--- src/rtl/ffa_pkg.sv ---
// ============================================================================
// ffa_pkg : shared types and grant helper for the ffa request controller
// Revision: 1.0
// ============================================================================
`default_nettype none

package ffa_pkg;

   typedef enum logic [1:0] {
      IDLE     = 2'd0,
      ISSUE_WR = 2'd1,
      ISSUE_RD = 2'd2,
      RSP      = 2'd3
   } ffa_state_e;

   typedef enum logic {
      GNT_WR = 1'b0,
      GNT_RD = 1'b1
   } grant_e;

   localparam int unsigned C_WR_IDX = 0;
   localparam int unsigned C_RD_IDX = 1;

   // One-hot grant; on a tie the requester opposite the last winner is chosen.
   function automatic logic [1:0] rr_pick(input logic [1:0] req, input grant_e last);
      logic [1:0] g;
      g = 2'b00;
      case (req)
         2'b01:   g = 2'b01;
         2'b10:   g = 2'b10;
         2'b11:   g = (last == GNT_RD) ? 2'b01 : 2'b10;
         default: g = 2'b00;
      endcase
      return g;
   endfunction

endpackage

`default_nettype wire

--- src/rtl/ffa_rr_arb2.sv ---
// ============================================================================
// ffa_rr_arb2 : two-requester round-robin arbiter (bit 0 = write, bit 1 = read)
// Revision: 1.0
// ============================================================================
`default_nettype none

module ffa_rr_arb2
   import ffa_pkg::*;
(
   input  logic       clk,
   input  logic       resetn,
   input  logic [1:0] req,
   input  logic       ack,
   output logic [1:0] gnt
);

   grant_e r_last_grant;

   always_comb begin
      gnt = rr_pick(req, r_last_grant);
   end

   always_ff @(posedge clk or negedge resetn) begin
      if (!resetn) begin
         r_last_grant <= GNT_RD;
      end else if (ack && (gnt != 2'b00)) begin
         r_last_grant <= gnt[C_RD_IDX] ? GNT_RD : GNT_WR;
      end
   end

endmodule

`default_nettype wire

--- src/rtl/ffa_req_ctrl.sv ---
// ============================================================================
// ffa_req_ctrl : arbitrates write/read requests into single-cycle array strobes
//                and holds the captured read response until accepted
// Revision: 1.0
// ============================================================================
`default_nettype none

module ffa_req_ctrl
   import ffa_pkg::*;
#(
   parameter int DATA_W = 8,
   parameter int ADDR_W = 3,
   parameter int DATA_N = 8
) (
   input  logic              clk,
   input  logic              resetn,
   input  logic              wr_req_valid,
   output logic              wr_req_ready,
   input  logic [ADDR_W-1:0] wr_req_addr,
   input  logic [DATA_W-1:0] wr_req_data,
   input  logic              rd_req_valid,
   output logic              rd_req_ready,
   input  logic [ADDR_W-1:0] rd_req_addr,
   output logic              rd_rsp_valid,
   input  logic              rd_rsp_ready,
   output logic [DATA_W-1:0] rd_rsp_data,
   output logic              rd_rsp_err,
   output logic              ffa_wr,
   output logic              ffa_rd,
   output logic [ADDR_W-1:0] ffa_addr,
   output logic [DATA_W-1:0] ffa_din,
   input  logic [DATA_W-1:0] ffa_dout,
   input  logic              ffa_error,
   output logic              busy
);

   localparam logic [ADDR_W:0] C_DATA_N = DATA_N[ADDR_W:0];

   ffa_state_e        r_state;
   ffa_state_e        w_next_state;
   logic [1:0]        w_req;
   logic [1:0]        w_gnt;
   logic              w_idle;
   logic              w_wr_acc;
   logic              w_rd_acc;
   logic              w_acc;
   logic [ADDR_W-1:0] r_addr;
   logic [DATA_W-1:0] r_din;
   logic              r_ffa_wr;
   logic              r_ffa_rd;
   logic [DATA_N-1:0] r_valid_map;
   logic [DATA_W-1:0] r_rsp_data;
   logic              r_rsp_err;
   logic              w_addr_ok;
   logic              w_map_bit;
   logic              w_rd_err;

   assign w_req = {rd_req_valid, wr_req_valid};

   ffa_rr_arb2 u_arb (
      .clk    (clk),
      .resetn (resetn),
      .req    (w_req),
      .ack    (w_acc),
      .gnt    (w_gnt)
   );

   always_ff @(posedge clk or negedge resetn) begin
      if (!resetn) begin
         r_state <= IDLE;
      end else begin
         r_state <= w_next_state;
      end
   end

   always_comb begin
      w_next_state = r_state;
      case (r_state)
         IDLE: begin
            if (w_wr_acc) begin
               w_next_state = ISSUE_WR;
            end else if (w_rd_acc) begin
               w_next_state = ISSUE_RD;
            end
         end
         ISSUE_WR: w_next_state = IDLE;
         ISSUE_RD: w_next_state = RSP;
         RSP: begin
            if (rd_rsp_ready) begin
               w_next_state = IDLE;
            end
         end
         default: w_next_state = IDLE;
      endcase
   end

   // Readies are gated by resetn so nothing looks accepted while reset is held.
   always_comb begin
      w_idle       = resetn && (r_state == IDLE);
      wr_req_ready = w_idle && w_gnt[C_WR_IDX];
      rd_req_ready = w_idle && w_gnt[C_RD_IDX];
      w_wr_acc     = wr_req_valid && wr_req_ready;
      w_rd_acc     = rd_req_valid && rd_req_ready;
      w_acc        = w_wr_acc || w_rd_acc;
      busy         = (r_state != IDLE);
      rd_rsp_valid = (r_state == RSP);
   end

   always_comb begin
      w_addr_ok = ({1'b0, r_addr} < C_DATA_N);
      w_map_bit = w_addr_ok ? r_valid_map[r_addr] : 1'b0;
      w_rd_err  = ffa_error || !w_map_bit || !w_addr_ok;
   end

   always_ff @(posedge clk or negedge resetn) begin
      if (!resetn) begin
         r_addr      <= '0;
         r_din       <= '0;
         r_ffa_wr    <= 1'b0;
         r_ffa_rd    <= 1'b0;
         r_valid_map <= '0;
         r_rsp_data  <= '0;
         r_rsp_err   <= 1'b0;
      end else begin
         r_ffa_wr <= w_wr_acc;
         r_ffa_rd <= w_rd_acc;
         if (w_wr_acc) begin
            r_addr <= wr_req_addr;
            r_din  <= wr_req_data;
         end else if (w_rd_acc) begin
            r_addr <= rd_req_addr;
         end
         if ((r_state == ISSUE_WR) && w_addr_ok) begin
            r_valid_map[r_addr] <= 1'b1;
         end
         // Array data is only valid during the read strobe, so it is captured here.
         if (r_state == ISSUE_RD) begin
            r_rsp_err  <= w_rd_err;
            r_rsp_data <= w_rd_err ? '0 : ffa_dout;
         end
      end
   end

   assign ffa_wr      = r_ffa_wr;
   assign ffa_rd      = r_ffa_rd;
   assign ffa_addr    = r_addr;
   assign ffa_din     = r_din;
   assign rd_rsp_data = r_rsp_data;
   assign rd_rsp_err  = r_rsp_err;

endmodule

`default_nettype wire

--- config.mk ---
export PLATFORM = sky130hd
export DESIGN_NAME = ffa_req_ctrl
export DESIGN_NICKNAME = d
export VERILOG_FILES = /design/src/rtl/ffa_pkg.sv /design/src/rtl/ffa_rr_arb2.sv /design/src/rtl/ffa_req_ctrl.sv
export SDC_FILE = /design/constraint.sdc
export NUM_CORES = 1
export LEC_CHECK = 0
export BUFFER_PORTS_ARGS = -buffer_cell sky130_fd_sc_hd__buf_4
export CELL_PAD_IN_SITES_DETAIL_PLACEMENT = 0
export CELL_PAD_IN_SITES_GLOBAL_PLACEMENT = 1
export CORE_ASPECT_RATIO = 0.7
export CORE_MARGIN = 5
export CORE_UTILIZATION = 38
export CTS_CLUSTER_DIAMETER = 80
export DETAILED_ROUTE_END_ITERATION = 7
export GPL_ROUTABILITY_DRIVEN = 0
export PLACE_DENSITY = 0.89
export SYNTH_ARGS = -nofsm -noshare
export SYNTH_HDL_FRONTEND = slang
export SYNTH_HIERARCHICAL = 1
export SYNTH_SLANG_ARGS = --single-unit
--- constraint.sdc ---
create_clock -name clk -period 1.9 [get_ports clk]
set_input_delay 0.38 -clock clk [delete_from_list [all_inputs] [get_ports clk]]
set_output_delay 0.38 -clock clk [all_outputs]
set_load 0.02 [all_outputs]
======== After elaboration in Yosys (flattened, before gate mapping) ========
Cells that the tools add are included.
cells by class
  bitwise gates (word level) .............. 1
  equality and inequality tests ........... 8
  reduce and logical (&&, ||, !) cells .... 15
  $lt $le $gt $ge ......................... 2
  mux-type cells .......................... 14
operator list
  operator                                                                 number
  2-bit == test, second input constant                                     4
  2-bit two-way mux                                                        4
  8-bit two-way mux                                                        1
  8-bit OR                                                                 1
  2-bit case mux with 4 select lines                                       1
  1-bit logical AND                                                        7
  3-bit two-way mux                                                        2
  2-bit case mux with 3 select lines                                       1
  2-bit nonzero test                                                       3
  2-bit by 1-bit == test with 1-bit output, second input constant          2
  3-bit by 4-bit < comparator with 1-bit output, second input constant     1
  1-bit binary-select mux with 3-bit select                                1
  1-bit demux with 3-bit select                                            1
  3-bit by 1-bit >= comparator with 1-bit output, second input constant    1
  1-bit two-way mux                                                        3
  3-bit inequality test, second input constant                             1
  2-bit logical NOT                                                        1
  1-bit logical OR                                                         2
  2-bit by 1-bit inequality test with 1-bit output, second input constant  1
  2-bit AND reduction                                                      1
  1-bit logical NOT                                                        1
storage, ports and cells
  word-level logic and storage cells ...... 49
  bits in registers ....................... 33
  input port bits ......................... 28

======== Logic depth before layout (Yosys ltp) ========
  word-level depth ........................ 7
  depth in mapped cells ................... 8

======== Hierarchy ========
Netlist, hierarchy kept.
by module, submodules not included
  module        instances  area an instance (µm²)  cells each  sequential area each (µm²)
  ffa_req_ctrl  1          1521.5                  122         800.8
  ffa_rr_arb2   1          56.3                    6           26.3

======== Least setup slack after synthesis ========
No wires, ideal clock.
  path kind ............................... flip-flop to flip-flop
  from .................................... register u_arb.r_last_grant
  to ...................................... register r_din[0], in the netlist ffa_din[0]
  arrival ................................. 1.519 ns
  library setup time ...................... 0.125 ns
  required time ........................... 1.775 ns
  buffers on the path ..................... 1
  slack ................................... 0.256 ns
  period minus slack after synthesis ...... 1.644 ns
  cell stages (with the launch flop) ...... 7
  cell sequence ........................... dfstp_2 > inv_1 > a21boi_1 > and4bb_4 > nand2_4 > buf_6 > mux2_4
between the ends
  word-level cells in the longest chain between the ends .. 4
RTL lines
  what                                line                 source
  from (decl)                         ffa_rr_arb2.sv:17    grant_e r_last_grant;
  from (signal assigned)              ffa_rr_arb2.sv:27    r_last_grant <= gnt[C_RD_IDX] ? GNT_RD : GNT_WR;
  2-bit two-way mux                   ffa_pkg.sv:31        2'b11: g = (last == GNT_RD) ? 2'b01 : 2'b10;
  2-bit case mux with 3 select lines  ffa_pkg.sv:28        case (req)
  net w_gnt[0]                        ffa_req_ctrl.sv:42   logic [1:0] w_gnt;
  1-bit logical AND                   ffa_req_ctrl.sv:100  wr_req_ready = w_idle && w_gnt[C_WR_IDX];
  net wr_req_ready                    ffa_req_ctrl.sv:18   output logic wr_req_ready,
  1-bit logical AND                   ffa_req_ctrl.sv:102  w_wr_acc = wr_req_valid && wr_req_ready;
  to (signal assigned)                ffa_req_ctrl.sv:129  r_din <= wr_req_data;
  to (decl)                           ffa_req_ctrl.sv:48   logic [DATA_W-1:0] r_din;
The timed path passes the listed nets, and every way through them passes these cells.
A chain may end at the register's enable or synchronous reset.

======== Final worst setup path ========
  from .................................... register u_arb.r_last_grant
  to ...................................... output port wr_req_ready
between the ends
  word-level cells in the longest chain between the ends .. 3
RTL lines
  what                                line
  2-bit two-way mux                   ffa_pkg.sv:31
  2-bit case mux with 3 select lines  ffa_pkg.sv:28
  net w_gnt[0]                        ffa_req_ctrl.sv:42
  1-bit logical AND                   ffa_req_ctrl.sv:100
  to (decl)                           ffa_req_ctrl.sv:18
The timed path passes the listed nets, and every way through them passes these cells.

==> flow_summary.toml <==
[routing]
drt_iter0_markers = 57
drcViolationCount = 0
drt_pass1_iterations = 4
antenna_left = 0
viasPerCell = 5.31
drt-total-wl_mm = 3.82
wire_per_inst_um = 16.2
dr_total_vias = 1252

[synthesis]
synth_most_common_cell = "dfrtp_1"
yosysTopAreaCell = "dfrtp_1"
ys_types = 38
ys_ff_latch = 33
synthDominantCellAreaShare = 0.508
syn_nets = 156
synth_area_sq_um = 1580
yosys_most_used_dff = "dfrtp_1"
postSynthCellCount = 128
ys_async_sr_fraction = 1.00
synth_edf_count = 0
avgSynthCellArea_sq_um = 12.3
yosys_warnings = 6
synthTopCellsByArea = "dfrtp_1 (51%), mux2_4 (4.8%), o2111ai_1 (4.4%)"
seq_area_frac_synth = 0.524
synth_common_cells = "dfrtp_1 (32), nand2_1 (14), o2111ai_1 (8), o31ai_1 (8), mux2_2 (6)"

[setup_path]
worstPathRequired_ps = 1520
worstPathMaxFanout = 5
reg2reg_setup_slack_ps = 230
rr_startpoint = "ffa_addr[0]$_DFFE_PN0P_"
r2r_end = "rd_rsp_data[4]$_DFFE_PN0P_"
end_kind = "output port"
arrival_ps = 1480
cp.depth = 4
crit_chain = "inv_1 -> a21boi_1 -> and4bb_4 -> buf_4"
crit_buf_inv = 2
reg2reg_depth = 3
crit_type = "flip-flop to output port"
timing.critical_path.max_delay_family = "flip-flops"
startpoint_type = "flip-flop"
crit_slowest_cell = "dfstp_2"
critPathMaxStageDelay_ps = 550

[place]
port_buffers = 53
placedInstanceArea_sq_um = 2010
hpwl_mm = 2.93
dp_slack_ps = 221

[sta]
period_share = 0.979
setup_violations = 0
hold_ws_ps = 57.3
setup_ws_ps = 40.2
grt_setup_unrepaired = "no"
hold_violations = 0
clock_skew_ps = 2.44
tns_ps = 0
drv_slew = 0
post-route-min-period_ps = 1860
tightestPinTransition_ps = 550
fmax_mhz = 538
relSlewSlack = 0.634

[floorplan]
dieArea_sq_um = 5560
io_pins = 54
start_util = 0.397
num_rows = 19
dieWidth_um = 87.0
core_sq_um = 3970
die_y_um = 63.9

[pwr]
vdd_ir_drop_max_mv = 0.691
power_uw = 3570
sw_frac_of_total = 0.402
cell_internal_pwr_uw = 2140
p_per_area_nw_per_um2 = 1690
leakage_uw = 0.00101
comb_power_share = 0.470
power.switching_uw = 1430
clkPwrFrac = 0.160
seq_power_share = 0.370

[clocking]
cts_resized = 0
clkSinkCount = 33
ctsHtreeMaxLevel = 2
cts.clk_slew.worst_paths_ps = 60
ctsRootBufferMaster = "clkbuf_8"
cts-buffers-inserted = 5
clk_latency_ps = 280
cts.path.max_buffers = 2
cts_hold_buf = 0
post_cts_buffers = 0
tritoncts = "done"

[outcome]
status = "finished clean"

[layout]
fillers = 339
antenna_cells = 0
area_delta_synth_final_pct = 34.0
num-nets-final = 211
drive_gt1_frac = 0.457
fin_area_sq_um = 2110

[hold_path]
min_path_type = "input pin to asynchronous set/reset pin"

[grt]
grt_first_pass_wirelength_mm = 6.29
grt_remaining_overflow = 0
grt_max_degree = 33
antenna_found_initial = 0
grt_pass1_vias = 1271
grt_usage = 0.144

[run]
maxCapViolations = 0
## logic make-up (layout without fill, tap and decap cells)
kind of cell,count (synthesis),in the layout,synth area share
buffers and inverters,14,70,0.0460
DFF,33,33,0.524
AOI/OAI and AO/OA,42,42,0.237
muxes,11,11,0.0904
and+or+nand+nor,28,28,0.102
## state kept, by name (all words and copies together) (netlist names)
| register | cells |
|---|---|
| r_state | 2 |
| ffa_addr | 3 |
| rd_rsp_data | 8 |
| r_valid_map | 8 |
| u_arb/r_last_grant | 1 |
| rd_rsp_err | 1 |
| ffa_rd | 1 |
| ffa_wr | 1 |
| ffa_din | 8 |
## power groups by stage
stage / clock (uW) / sequential, uW / combinational [uW]
6_report: 573 / 1320 / 1680
3_5_place_dp: 0 / 1330 / 1690
3_3_place_gp: 0 / 1300 / 1640
2_1_floorplan: 0 / 1460 / 935
4_1_cts: 585 / 1320 / 1690
5_1_grt: 617 / 1370 / 1800
## per-layer routing
layer	track usage	vias up	wire [um]
met4	0.0350	0	29
met2	0.240	24	1980
li1	-	595	-
met3	0.0398	4	162
met1	0.186	629	1650
met5	0	-	0
## final cells by class
class,instances,area [sq um],share of cell area
Tap cell,52,65.1,0.0308
Inverter,6,22.5,0.0107
Timing Repair Buffer,56,420,0.199
Multi-Input combinational cell,81,678,0.321
Sequential cell,33,827,0.391
Clock buffer,7,96.3,0.0456
Clock inverter,1,5.00,0.00237
## worst reg2reg max path: cells and delay by family, from the launching register on
| kind | cells | cell delay [ps] |
|---|---|---|
| AO/OA/AOI/OAI | 2 | 760 |
| flip-flops | 1 | 620 |
| AND/OR/NAND/NOR | 1 | 140 |
## worst max path at each step
stage / startpoint / end
final: u_arb/r_last_grant$_DFFE_PN1P_ / wr_req_ready
after global routing: u_arb/r_last_grant$_DFFE_PN1P_ / wr_req_ready
after CTS: u_arb/r_last_grant$_DFFE_PN1P_ / wr_req_ready
after detailed placement: rd_req_valid / rd_req_ready
after global placement: rd_req_valid / rd_req_ready
after floorplan: u_arb/r_last_grant$_DFFE_PN1P_ / ffa_din[0]$_DFFE_PN0N_
## placed cells by master, fill, tap and decap left out, types with 4 or more instances in the layout
| master | Yosys | layout |
|---|---|---|
| a41o_1 | 4 | 4 |
| buf_4 | 0 | 56 |
| clkbuf_8 | 0 | 7 |
| dfrtp_1 | 32 | 32 |
| inv_1 | 5 | 5 |
| mux2_2 | 6 | 6 |
| mux2_4 | 5 | 5 |
| nand2_1 | 14 | 14 |
| o2111ai_1 | 8 | 8 |
| o31ai_1 | 8 | 8 |
## per-stage QoR
step                      instances  utilization
final                           236        0.533
after detailed placement        228        0.507
after floorplan                 128            -
after global placement          228        0.507
after CTS                       236        0.533
after global routing            236        0.533
(Power assumes the default switching activity.)
